[config.mk]
export PLATFORM = sky130hd
export DESIGN_NAME = rtc_hms_display_flat
export DESIGN_NICKNAME = d
export VERILOG_FILES = /design/src/rtl/rtc_hms_display_if.sv /design/src/rtl/rtc_hms_display.sv /design/src/flat_wrapper.sv
export SDC_FILE = /design/constraint.sdc
export NUM_CORES = 1
export LEC_CHECK = 0
export CAP_MARGIN = 20
export CORE_MARGIN = 2
export CORE_UTILIZATION = 55
export CTS_CLUSTER_DIAMETER = 60
export DETAILED_ROUTE_END_ITERATION = 8
export GPL_TIMING_DRIVEN = 0
export PLACE_DENSITY = 0.82
export SLEW_MARGIN = 5
export SYNTH_ARGS = -nofsm -noshare
export SYNTH_HDL_FRONTEND = slang
export SYNTH_SLANG_ARGS = --single-unit
[constraint.sdc]
create_clock -name clk -period 4.21 [get_ports clk]
set_input_delay 0.6315 -clock clk [delete_from_list [all_inputs] [get_ports clk]]
set_output_delay 0.6315 -clock clk [all_outputs]
set_load 0.01 [all_outputs]
[src/rtl/rtc_hms_display_if.sv]
// Time-set bus for rtc_hms_display.
// A requester (master) presents hh/mm/ss with set_valid and holds them until
// it samples set_ready high; the clock block (slave) answers with set_ready
// and a one-cycle set_err pulse when an accepted load is out of range.
//   set_valid  master -> slave  load request
//   set_hh     master -> slave  hour, binary 0-23
//   set_mm     master -> slave  minute, binary 0-59
//   set_ss     master -> slave  second, binary 0-59
//   set_ready  slave  -> master load can be accepted this cycle
//   set_err    slave  -> master accepted load was rejected
interface rtc_hms_display_if;
    logic       set_valid;
    logic       set_ready;
    logic [4:0] set_hh;
    logic [5:0] set_mm;
    logic [5:0] set_ss;
    logic       set_err;

    modport master (
        output set_valid, set_hh, set_mm, set_ss,
        input  set_ready, set_err
    );

    modport slave (
        input  set_valid, set_hh, set_mm, set_ss,
        output set_ready, set_err
    );
endinterface

[src/rtl/rtc_hms_display.sv]
// HH:MM:SS time-of-day counter driving six 7-segment digits.
// A prescaler divides clk down to one tick per second; seconds and minutes
// are kept as BCD digit pairs, hours in binary. A two-state load FSM accepts
// a new time over set_bus, range-checks it and either applies it or flags it.
// Digits and pm are registered, so they follow the time state by one cycle.
// Ports:
//   clk        system clock, rising edge
//   reset      asynchronous, active-low
//   switch     display mode: 0 = 24 h, 1 = 12 h
//   set_bus    time-load handshake (slave side)
//   tick_1hz   one-cycle pulse on every second increment
//   pm         12 h mode: hour >= 12; 24 h mode: 0
//   led_a..f   segment codes (bit6..0 = a..g): sec ones, sec tens,
//              min ones, min tens, hr ones, hr tens
//
// state  | meaning
// -------+-------------------------------------------------------------
// RUN    | ready for a load; time advances on prescaler wrap
// APPLY  | holding regs range-checked; valid load written, else set_err
module rtc_hms_display #(
    parameter int CLK_HZ         = 50_000_000,
    parameter bit SEG_ACTIVE_LOW = 1'b1,
    parameter bit BLANK_HR_TENS  = 1'b0
) (
    input  logic               clk,
    input  logic               reset,
    input  logic               switch,
    rtc_hms_display_if.slave   set_bus,
    output logic               tick_1hz,
    output logic               pm,
    output logic [6:0]         led_a,
    output logic [6:0]         led_b,
    output logic [6:0]         led_c,
    output logic [6:0]         led_d,
    output logic [6:0]         led_e,
    output logic [6:0]         led_f
);

    localparam int PW = (CLK_HZ > 1) ? $clog2(CLK_HZ) : 1;
    localparam logic [6:0] SEG_ZERO = SEG_ACTIVE_LOW ? 7'b0000001 : 7'b1111110;

    typedef enum logic {ST_RUN, ST_APPLY} state_t;

    state_t        state, state_nxt;
    logic [PW-1:0] presc;
    logic          wrap;
    logic          accept;
    logic          apply_ok;
    logic          hold_ok;
    logic [4:0]    hold_hh;
    logic [5:0]    hold_mm;
    logic [5:0]    hold_ss;

    logic [3:0]    sec_o, min_o;
    logic [2:0]    sec_t, min_t;
    logic [4:0]    hour;

    logic [6:0]    ld_min, ld_sec;
    logic [4:0]    hr_disp;
    logic [3:0]    hr_t, hr_o;

    // Binary 0-59 to {tens[2:0], ones[3:0]}; only used on range-checked values.
    function automatic logic [6:0] to_bcd(input logic [5:0] v);
        logic [2:0] t;
        logic [5:0] base;
        if (v >= 6'd50) begin
            t = 3'd5; base = 6'd50;
        end else if (v >= 6'd40) begin
            t = 3'd4; base = 6'd40;
        end else if (v >= 6'd30) begin
            t = 3'd3; base = 6'd30;
        end else if (v >= 6'd20) begin
            t = 3'd2; base = 6'd20;
        end else if (v >= 6'd10) begin
            t = 3'd1; base = 6'd10;
        end else begin
            t = 3'd0; base = 6'd0;
        end
        return {t, 4'(v - base)};
    endfunction

    // Anything outside 0-9 decodes to blank so stray values never light junk.
    function automatic logic [6:0] seg(input logic [3:0] d, input logic blank);
        logic [6:0] c;
        if (blank) begin
            c = 7'b1111111;
        end else begin
            case (d)
                4'd0:    c = 7'b0000001;
                4'd1:    c = 7'b1001111;
                4'd2:    c = 7'b0010010;
                4'd3:    c = 7'b0000110;
                4'd4:    c = 7'b1001100;
                4'd5:    c = 7'b0100100;
                4'd6:    c = 7'b0100000;
                4'd7:    c = 7'b0001111;
                4'd8:    c = 7'b0000000;
                4'd9:    c = 7'b0000100;
                default: c = 7'b1111111;
            endcase
        end
        return SEG_ACTIVE_LOW ? c : ~c;
    endfunction

    // ---------------- load FSM ----------------
    always_ff @(posedge clk or negedge reset) begin
        if (!reset) state <= ST_RUN;
        else        state <= state_nxt;
    end

    always_comb begin
        state_nxt = state;
        case (state)
            ST_RUN:   if (set_bus.set_valid) state_nxt = ST_APPLY;
            ST_APPLY: state_nxt = ST_RUN;
            default:  state_nxt = ST_RUN;
        endcase
    end

    always_comb begin
        set_bus.set_ready = (state == ST_RUN);
        set_bus.set_err   = (state == ST_APPLY) && !hold_ok;
        accept            = (state == ST_RUN) && set_bus.set_valid;
        apply_ok          = (state == ST_APPLY) && hold_ok;
    end

    always_ff @(posedge clk or negedge reset) begin
        if (!reset) begin
            hold_hh <= '0;
            hold_mm <= '0;
            hold_ss <= '0;
        end else if (accept) begin
            hold_hh <= set_bus.set_hh;
            hold_mm <= set_bus.set_mm;
            hold_ss <= set_bus.set_ss;
        end
    end

    assign hold_ok = (hold_hh < 5'd24) && (hold_mm < 6'd60) && (hold_ss < 6'd60);
    assign ld_min  = to_bcd(hold_mm);
    assign ld_sec  = to_bcd(hold_ss);

    // ---------------- prescaler ----------------
    assign wrap = (presc == PW'(CLK_HZ - 1));

    always_ff @(posedge clk or negedge reset) begin
        if (!reset)                presc <= '0;
        else if (apply_ok || wrap) presc <= '0;
        else                       presc <= presc + PW'(1);
    end

    // A valid load in the wrap cycle takes priority and swallows that tick.
    always_ff @(posedge clk or negedge reset) begin
        if (!reset) tick_1hz <= 1'b0;
        else        tick_1hz <= wrap && !apply_ok;
    end

    // ---------------- time state ----------------
    always_ff @(posedge clk or negedge reset) begin
        if (!reset) begin
            sec_o <= '0;
            sec_t <= '0;
            min_o <= '0;
            min_t <= '0;
            hour  <= '0;
        end else if (apply_ok) begin
            sec_o <= ld_sec[3:0];
            sec_t <= ld_sec[6:4];
            min_o <= ld_min[3:0];
            min_t <= ld_min[6:4];
            hour  <= hold_hh;
        end else if (wrap) begin
            if (sec_o != 4'd9) begin
                sec_o <= sec_o + 4'd1;
            end else begin
                sec_o <= '0;
                if (sec_t != 3'd5) begin
                    sec_t <= sec_t + 3'd1;
                end else begin
                    sec_t <= '0;
                    if (min_o != 4'd9) begin
                        min_o <= min_o + 4'd1;
                    end else begin
                        min_o <= '0;
                        if (min_t != 3'd5) begin
                            min_t <= min_t + 3'd1;
                        end else begin
                            min_t <= '0;
                            hour  <= (hour == 5'd23) ? 5'd0 : hour + 5'd1;
                        end
                    end
                end
            end
        end
    end

    // ---------------- display ----------------
    always_comb begin
        hr_disp = hour;
        if (switch) begin
            if (hour == 5'd0)       hr_disp = 5'd12;
            else if (hour > 5'd12)  hr_disp = hour - 5'd12;
        end
        if (hr_disp >= 5'd20) begin
            hr_t = 4'd2;
            hr_o = 4'(hr_disp - 5'd20);
        end else if (hr_disp >= 5'd10) begin
            hr_t = 4'd1;
            hr_o = 4'(hr_disp - 5'd10);
        end else begin
            hr_t = 4'd0;
            hr_o = hr_disp[3:0];
        end
    end

    always_ff @(posedge clk or negedge reset) begin
        if (!reset) begin
            led_a <= SEG_ZERO;
            led_b <= SEG_ZERO;
            led_c <= SEG_ZERO;
            led_d <= SEG_ZERO;
            led_e <= SEG_ZERO;
            led_f <= SEG_ZERO;
            pm    <= 1'b0;
        end else begin
            led_a <= seg(sec_o, 1'b0);
            led_b <= seg({1'b0, sec_t}, 1'b0);
            led_c <= seg(min_o, 1'b0);
            led_d <= seg({1'b0, min_t}, 1'b0);
            led_e <= seg(hr_o, 1'b0);
            led_f <= seg(hr_t, BLANK_HR_TENS && (hr_t == 4'd0));
            pm    <= switch && (hour >= 5'd12);
        end
    end

endmodule

[src/flat_wrapper.sv]
// flat-port wrapper written by rule: the top's interface ports become plain ports
module rtc_hms_display_flat 
#(
    parameter int CLK_HZ         = 50_000_000,
    parameter bit SEG_ACTIVE_LOW = 1'b1,
    parameter bit BLANK_HR_TENS  = 1'b0
)
  (clk, reset, switch, tick_1hz, pm, led_a, led_b, led_c, led_d, led_e, led_f, set_bus_set_valid, set_bus_set_hh, set_bus_set_mm, set_bus_set_ss, set_bus_set_ready, set_bus_set_err);
  rtc_hms_display_if set_bus_i ();
  input  logic clk;
  input  logic reset;
  input  logic switch;
  output logic tick_1hz;
  output logic pm;
  output logic [6:0] led_a;
  output logic [6:0] led_b;
  output logic [6:0] led_c;
  output logic [6:0] led_d;
  output logic [6:0] led_e;
  output logic [6:0] led_f;
  input wire logic [$bits(set_bus_i.set_valid)-1:0] set_bus_set_valid;
  input wire logic [$bits(set_bus_i.set_hh)-1:0] set_bus_set_hh;
  input wire logic [$bits(set_bus_i.set_mm)-1:0] set_bus_set_mm;
  input wire logic [$bits(set_bus_i.set_ss)-1:0] set_bus_set_ss;
  output wire logic [$bits(set_bus_i.set_ready)-1:0] set_bus_set_ready;
  output wire logic [$bits(set_bus_i.set_err)-1:0] set_bus_set_err;
  assign set_bus_i.set_valid = set_bus_set_valid;
  assign set_bus_i.set_hh = set_bus_set_hh;
  assign set_bus_i.set_mm = set_bus_set_mm;
  assign set_bus_i.set_ss = set_bus_set_ss;
  assign set_bus_set_ready = set_bus_i.set_ready;
  assign set_bus_set_err = set_bus_i.set_err;
  rtc_hms_display #(.CLK_HZ(CLK_HZ), .SEG_ACTIVE_LOW(SEG_ACTIVE_LOW), .BLANK_HR_TENS(BLANK_HR_TENS)) u_core (.clk(clk), .reset(reset), .switch(switch), .set_bus(set_bus_i), .tick_1hz(tick_1hz), .pm(pm), .led_a(led_a), .led_b(led_b), .led_c(led_c), .led_d(led_d), .led_e(led_e), .led_f(led_f));
endmodule
==> flow_metrics.py, run 1 <==
metrics = {
    "synthesis": {
        "synth_seq_cells": 104,
        "synthesis.area_um2": 5690,
        "ys_seq_area_share_pct": 45.9,
        "syn_avg_cell_area_um2": 9.46,
        "syn_inst": 601,
        "synth-main-ff-cell": "dfrtp_1",
        "synth_nets": 658,
        "synth.area.top_cells": "dfrtp_1, ha_1, nand2_1",
        "synth_edf_count": 0,
        "synth.largest_area_cell": "dfrtp_1",
        "synthArstFlopShare_pct": 100,
        "ys_warn_count": 0,
        "ys_types": 61,
        "yosysTopAreaCellShare_pct": 43.1,
    },
    "detailed_routing": {
        "drt_wl_total_um": 11400,
        "drtIter0Drc": 253,
        "vias": 4465,
        "via_per_inst": 5.46,
        "first_pass_iters": 5,
        "ant_nets": 0,
        "wl_per_cell_um": 13.9,
        "route.detailed.drc": 0,
    },
    "setup_path": {
        "critPathCaptureType": "register",
        "cp_slowest_stage_delay_ns": 0.36,
        "critPathSlowestCell": "dfrtp_1",
        "cp.buffers_inverters": 4,
        "crit_required_ns": 4.45,
        "critPathTopFamily": "simple AND/OR/NAND/NOR gates",
        "arrival_ns": 3.86,
        "crit_path_max_fanout": 8,
        "critPathLaunchType": "register",
        "cpMostUsedCell": "ha_1",
        "path_class": "reg -> reg",
        "crit_chain": "clkbuf_1 > inv_1 > ha_1 > a21boi_0 > o221a_2 > nand2_1 > inv_1 > ha_1 > nor2b_1 > o32ai_2 > or3_1 > and3_1 > clkbuf_1 > ha_1 > nand2_1 > o211ai_1",
    },
    "clock_network": {
        "path_clk_slew_ns": 0.10,
        "clockRootBuffer": "clkbuf_8",
        "cts_htree_levels": 3,
        "cts-resized-gates": 0,
        "cts.sinks": 104,
        "numCtsBuffers": 9,
        "ctsHoldBuffers": 0,
        "clockBufferDepth": 2,
        "post_cts_buffers": 0,
        "cts_tree": "yes",
        "clkLatencyLatePin_ns": 0.37,
    },
    "pwr": {
        "ir_drop_v": 0.000276,
        "seqPwrFrac_pct": 36.8,
        "p_comb_share_pct": 46.1,
        "power.internal_mw": 2.52,
        "p_sw_mw": 1.52,
        "p_clk_share_pct": 17.1,
        "swShare_pct": 37.6,
        "p_leak_nw": 2.96,
        "power.density_nw_per_um2": 599,
    },
    "floorplanning": {
        "die_w_um": 106,
        "start_util_pct": 55.8,
        "placementRows": 37,
        "fp.dieH_um": 106,
        "ios": 67,
        "core-area_um2": 10200,
        "dieArea_um2": 11200,
    },
    "place": {
        "hpwlAfterDp_um": 8390,
        "portBuffers": 64,
        "place_congestion": 0.850,
        "placed_cells": 802,
    },
    "timing": {
        "slew_violations": 0,
        "fmax_ghz": 0.277,
        "rsz0062_at_grt": "no",
        "hold_viol": 0,
        "slew_headroom_pct": 49.8,
        "max_slew.worst_pin.slew_ns": 0.746,
        "finClkSkew_ns": 0.0140,
        "finalCritPeriodShare_pct": 85.9,
        "setup_viol": 0,
        "finalWorstPathRequiredPeriod_ns": 3.62,
    },
    "outcome": {
        "status": "finished, final reports clean",
    },
    "global_route": {
        "grt_pass1_wl_um": 19500,
        "antenna_found_initial": 0,
        "grt_start_max_net_pins": 69,
        "overflow": 0,
        "grt_pass1_vias": 4274,
        "track_usage_pct": 21.4,
    },
    "cells_and_area": {
        "layout-drive-gt1-share_pct": 9.68,
        "num_antenna_cells": 0,
        "fill_cells": 831,
        "syn_to_final_growth_pct": 18.6,
        "fin_nets": 734,
        "fin_util_pct": 66.2,
        "final_cells": 818,
    },
    "min_path": {
        "hold_path.class": "in -> async",
    },
    "job": {
        "cap_violations": 0,
    },
}
-- worst paths after layout --
check | slack (ns) | to | startpoint | depth (start not counted)
max in group asynchronous | 3.29 | u_core.led_a[0]$_DFF_PN1_ | reset | 2
worst max-delay path | 0.59 | u_core.led_e[3]$_DFF_PN0_ | u_core.hour[1]$_DFFE_PN0P_ | 16
worst min register to register | 0.48 | u_core.sec_o[0]$_DFFE_PN0N_ | u_core.hold_ss[0]$_DFFE_PN0P_ | 2
min in group clk | 0.48 | u_core.sec_o[0]$_DFFE_PN0N_ | u_core.hold_ss[0]$_DFFE_PN0P_ | 2
worst min-delay path | 0.20 | u_core.presc[16]$_DFF_PN0_ | reset | 1
worst max register to register | 0.59 | u_core.led_e[3]$_DFF_PN0_ | u_core.hour[1]$_DFFE_PN0P_ | 16
-- flip-flops by register name (all words and copies together), names as in the netlist --
| signal | cells |
|---|---|
| u_core.sec_o | 4 |
| u_core.led_f | 4 |
| u_core.min_o | 4 |
| u_core.hold_ss | 6 |
| u_core.led_e | 7 |
| u_core.led_b | 7 |
| u_core.led_d | 7 |
| u_core.hour | 5 |
| u_core.presc | 26 |
| u_core.state | 1 |
| u_core.hold_mm | 6 |
| u_core.pm | 1 |
| u_core.hold_hh | 5 |
| u_core.led_a | 7 |
| u_core.sec_t | 3 |
| u_core.tick_1hz | 1 |
| u_core.min_t | 3 |
| u_core.led_c | 7 |
-- cell type report --
| cell class | count | area [um2] | area share, % |
|---|---|---|---|
| multi-input combinational | 438 | 2840 | 42.1 |
| sequential | 104 | 2610 | 38.7 |
| timing repair buffer | 65 | 666 | 9.87 |
| tap | 136 | 170 | 2.52 |
| buffer | 29 | 126 | 1.87 |
| clock buffer | 9 | 124 | 1.84 |
| inverter | 30 | 113 | 1.67 |
| clock inverter | 7 | 100 | 1.48 |
-- layout by cell type, fill, tap and decap left out, types with 7 or more instances in the layout --
master            n
dfrtp_1          98
nor2_1           59
nand3_1          17
nand2_1          73
and3_1            8
nand4_1           9
nand2b_1         14
mux2_2           15
inv_1            29
and2_1            7
clkbuf_1         21
clkdlybuf4s50_1  63
o21ai_0          45
clkbuf_8          9
nor3_1           10
mux2i_1           7
xor2_1           18
a21oi_1          36
ha_1             34
-- stage by stage --
step	area (um2)	power, mW	TNS (ns)	setup slack [ns]	hold WS (ns)
final	6750	4.04	0	0.594	0.204
after CTS	6750	4.06	0	0.623	0.216
after detailed placement	6520	3.35	0	0.688	0.467
after global placement	6500	3.26	-114.63	-1.18	0.458
after global routing	6750	4.34	0	0.255	0.238
after floorplan	5690	2.65	0	1.11	0.336
-- routing by layer --
metal	GRT usage (%)	vias up	share of wire [%]
li1	-	2210	-
met1	28.9	2119	45
met2	34.8	116	48
met3	3.53	20	4.5
met4	7.99	0	1.8
met5	0	-	0
-- power by group through the flow --
| stage | Combinational (mW) | Sequential, mW | Clock [mW] |
|---|---|---|---|
| floorplan | 1.08 | 1.57 | 0 |
| global placement | 1.77 | 1.50 | 0 |
| detailed placement | 1.85 | 1.51 | 0 |
| CTS | 1.86 | 1.49 | 0.708 |
| global route | 2.07 | 1.53 | 0.740 |
| finish | 1.86 | 1.49 | 0.691 |
-- synth_stat cells (all sizes together) (3+ instances only) --
library cell / count
ha: 34
nand2: 73
clkbuf: 21
or3: 7
dfrtp: 98
buf: 8
nor3: 10
and2: 7
nor3b: 5
nand2b: 14
a211oi: 4
and3b: 3
nand3: 18
o221ai: 3
or2: 4
mux2: 15
a21boi: 3
dfstp: 6
nand4: 9
and3: 8
o21ai: 47
a31oi: 7
a21oi: 37
nor2: 60
xnor2: 6
nor2b: 6
xor2: 18
inv: 30
o311a: 3
mux2i: 7
-- kinds of logic after synthesis --
logic type	Yosys count	synth area share, %
muxes	22	4.20
DFF	104	45.9
AOI/OAI and AO/OA	120	13.2
and+or+nand+nor	235	20.5
xor gates and xnor gates	24	3.70
other	1	0.0659
adders and majority gates	36	8.18
buffers and inverters	59	4.20
Note: power is estimated with default switching activity, not from simulation.
==> run 2, diff against run 1 <==
--- a/config.mk
+++ b/config.mk
@@ -12,7 +12,6 @@
 export DETAILED_ROUTE_END_ITERATION = 8
 export GPL_TIMING_DRIVEN = 0
 export PLACE_DENSITY = 0.82
-export SLEW_MARGIN = 5
 export SYNTH_ARGS = -nofsm -noshare
 export SYNTH_HDL_FRONTEND = slang
 export SYNTH_SLANG_ARGS = --single-unit
==> run 2 against run 1 <==
Compared with the run above: largest cell class unchanged; sequential cell count unchanged; critical path depth unchanged; setup slack lost 0.025 ns; fmax decreased by 0.67%; clock power is 8.2% lower; highest routed layer unchanged; sequential share of layout area up 0.13 points; clock skew is 0.0022 ns lower; first-iteration DRC count is 7.5% higher; routed wire length increased by 0.43%; core utilization decreased by 0.22 points.
==> flow_metrics.py, run 2 (synthesis gave the netlist of run 1 again) <==
metrics = {
    "clock_network": {
        "clkLatencyLatePin_ns": 0.36,
        "post_cts_buffers": 0,
        "cts.sinks": 104,
        "clockBufferDepth": 2,
        "cts_tree": "yes",
        "clockRootBuffer": "clkbuf_8",
        "path_clk_slew_ns": 0.10,
        "ctsHoldBuffers": 0,
        "numCtsBuffers": 9,
        "cts_htree_levels": 3,
        "cts-resized-gates": 0,
    },
    "detailed_routing": {
        "ant_nets": 0,
        "route.detailed.drc": 0,
        "drt_wl_total_um": 11400,
        "vias": 4526,
        "via_per_inst": 5.53,
        "wl_met1_um": 5120,
        "drtIter0Drc": 272,
        "routed.top_layer": "met4",
        "wl_met3_um": 488,
        "wl_per_cell_um": 14.0,
        "wl_met2_um": 5630,
        "first_pass_iters": 5,
    },
    "timing": {
        "tns_ns": 0,
        "hold-worst-slack_ns": 0.186,
        "rsz0062_at_grt": "no",
        "slew_headroom_pct": 51.8,
        "finalWorstPathRequiredPeriod_ns": 3.64,
        "finalCritPeriodShare_pct": 86.5,
        "max_slew.worst_pin.slew_ns": 0.716,
        "slew_violations": 0,
        "setup_viol": 0,
        "hold_viol": 0,
        "fmax_ghz": 0.275,
        "finClkSkew_ns": 0.0117,
    },
    "cells_and_area": {
        "fin_nets": 734,
        "design_area_um2": 6720,
        "syn_to_final_growth_pct": 18.2,
        "num_antenna_cells": 0,
        "final_cell_mix": "dfrtp_1, nand2_1, clkdlybuf4s50_1, nor2_1, o21ai_0",
        "final_common_cell": "dfrtp_1",
        "fill_cells": 815,
        "top_register": "u_core.presc",
        "largest_reg_flops": 26,
        "layout-drive-gt1-share_pct": 9.68,
        "final_cells": 818,
    },
    "floorplanning": {
        "ios": 67,
        "fp.dieH_um": 106,
        "placementRows": 37,
        "dieArea_um2": 11200,
        "core-area_um2": 10200,
        "die_w_um": 106,
        "start_util_pct": 55.8,
    },
    "setup_path": {
        "critPathLaunchType": "register",
        "crit_chain": "clkbuf_1 > inv_1 > ha_1 > a21boi_0 > o32ai_2 > nand2b_1 > ha_1 > nor2b_1 > o32ai_2 > or3_1 > and3_1 > clkbuf_1 > ha_1 > inv_1 > mux2_2 > mux2i_1",
        "critPathCaptureType": "register",
        "cp.buffers_inverters": 4,
        "critPathSlowestCell": "dfrtp_1",
        "critPathTopFamily": "buffers and inverters",
        "cpMostUsedCell": "ha_1",
        "path_class": "reg -> reg",
        "crit_required_ns": 4.50,
        "arrival_ns": 3.93,
        "crit_path_max_fanout": 8,
        "cp_slowest_stage_delay_ns": 0.36,
    },
    "place": {
        "place_congestion": 0.850,
        "post_dp_cell_area_um2": 6520,
        "portBuffers": 64,
        "placed_cells": 802,
        "hpwlAfterDp_um": 8500,
    },
    "global_route": {
        "grt_pass1_wl_um": 19600,
        "overflow": 0,
        "track_usage_pct": 21.4,
        "grt_start_max_net_pins": 74,
        "grt_pass1_vias": 4390,
        "antenna_found_initial": 0,
    },
    "pwr": {
        "p_sw_mw": 1.52,
        "swShare_pct": 38.2,
        "power.internal_mw": 2.46,
        "p_comb_share_pct": 46.9,
        "power.density_nw_per_um2": 593,
        "ir_drop_v": 0.000264,
        "p_leak_nw": 2.94,
        "seqPwrFrac_pct": 37.2,
        "total_power_mw": 3.99,
        "p_clk_share_pct": 15.9,
    },
    "job": {
        "cap_violations": 0,
    },
    "outcome": {
        "status": "finished, final reports clean",
    },
    "min_path": {
        "hold_path.class": "in -> async",
    },
}
-- run 2: cell types whose count changed in the layout (fill, tap and decap cells not counted) --
cell        previous run  this run
bufinv_16              2         1
clkinvlp_4             0         1
-- run 2: power groups by stage --
stage / clock, mW / sequential (mW) / combinational [mW]
3_3_place_gp: 0 / 1.50 / 1.77
5_1_grt: 0.683 / 1.53 / 2.08
3_5_place_dp: 0 / 1.51 / 1.85
6_report: 0.634 / 1.48 / 1.87
2_1_floorplan: 0 / 1.57 / 1.08
4_1_cts: 0.644 / 1.49 / 1.87
-- run 2: cell type report --
class / count / area, um2 / area share [%]
clock buffers: 9 / 124 / 1.84
well taps: 136 / 170 / 2.53
multi-input cells: 438 / 2840 / 42.2
clock inverters: 7 / 77.6 / 1.15
repair buffers: 65 / 666 / 9.90
flip-flops and latches: 104 / 2610 / 38.8
inverters: 30 / 113 / 1.67
plain buffers: 29 / 126 / 1.88
-- run 2: routing by layer --
metal / GRT usage, % / up-vias
li1: - / 2211
met1: 28.6 / 2174
met2: 35.6 / 120
met3: 2.84 / 21
met4: 8.18 / 0
met5: 0 / -
-- run 2: per-stage QoR --
step | util, % | setup slack [ns]
after detailed placement | 64.0 | 0.657
after CTS | 66.0 | 0.597
after global placement | 63.8 | -1.18
after global routing | 66.0 | 0.289
after floorplan | - | 1.11
final | 66.0 | 0.569
-- run 2: final timing paths --
kind,depth (start not counted),slack [ns],end,start
worst min register to register,2,0.49,u_core.hour[2]$_DFFE_PN0P_,u_core.hold_hh[2]$_DFFE_PN0P_
min in group clk,2,0.49,u_core.hour[2]$_DFFE_PN0P_,u_core.hold_hh[2]$_DFFE_PN0P_
worst max-delay path,16,0.57,u_core.led_e[0]$_DFF_PN1_,u_core.hour[1]$_DFFE_PN0P_
max in group asynchronous,2,3.33,u_core.led_b[0]$_DFF_PN1_,reset
worst min-delay path,1,0.19,u_core.presc[18]$_DFF_PN0_,reset
worst max register to register,16,0.57,u_core.led_e[0]$_DFF_PN1_,u_core.hour[1]$_DFFE_PN0P_
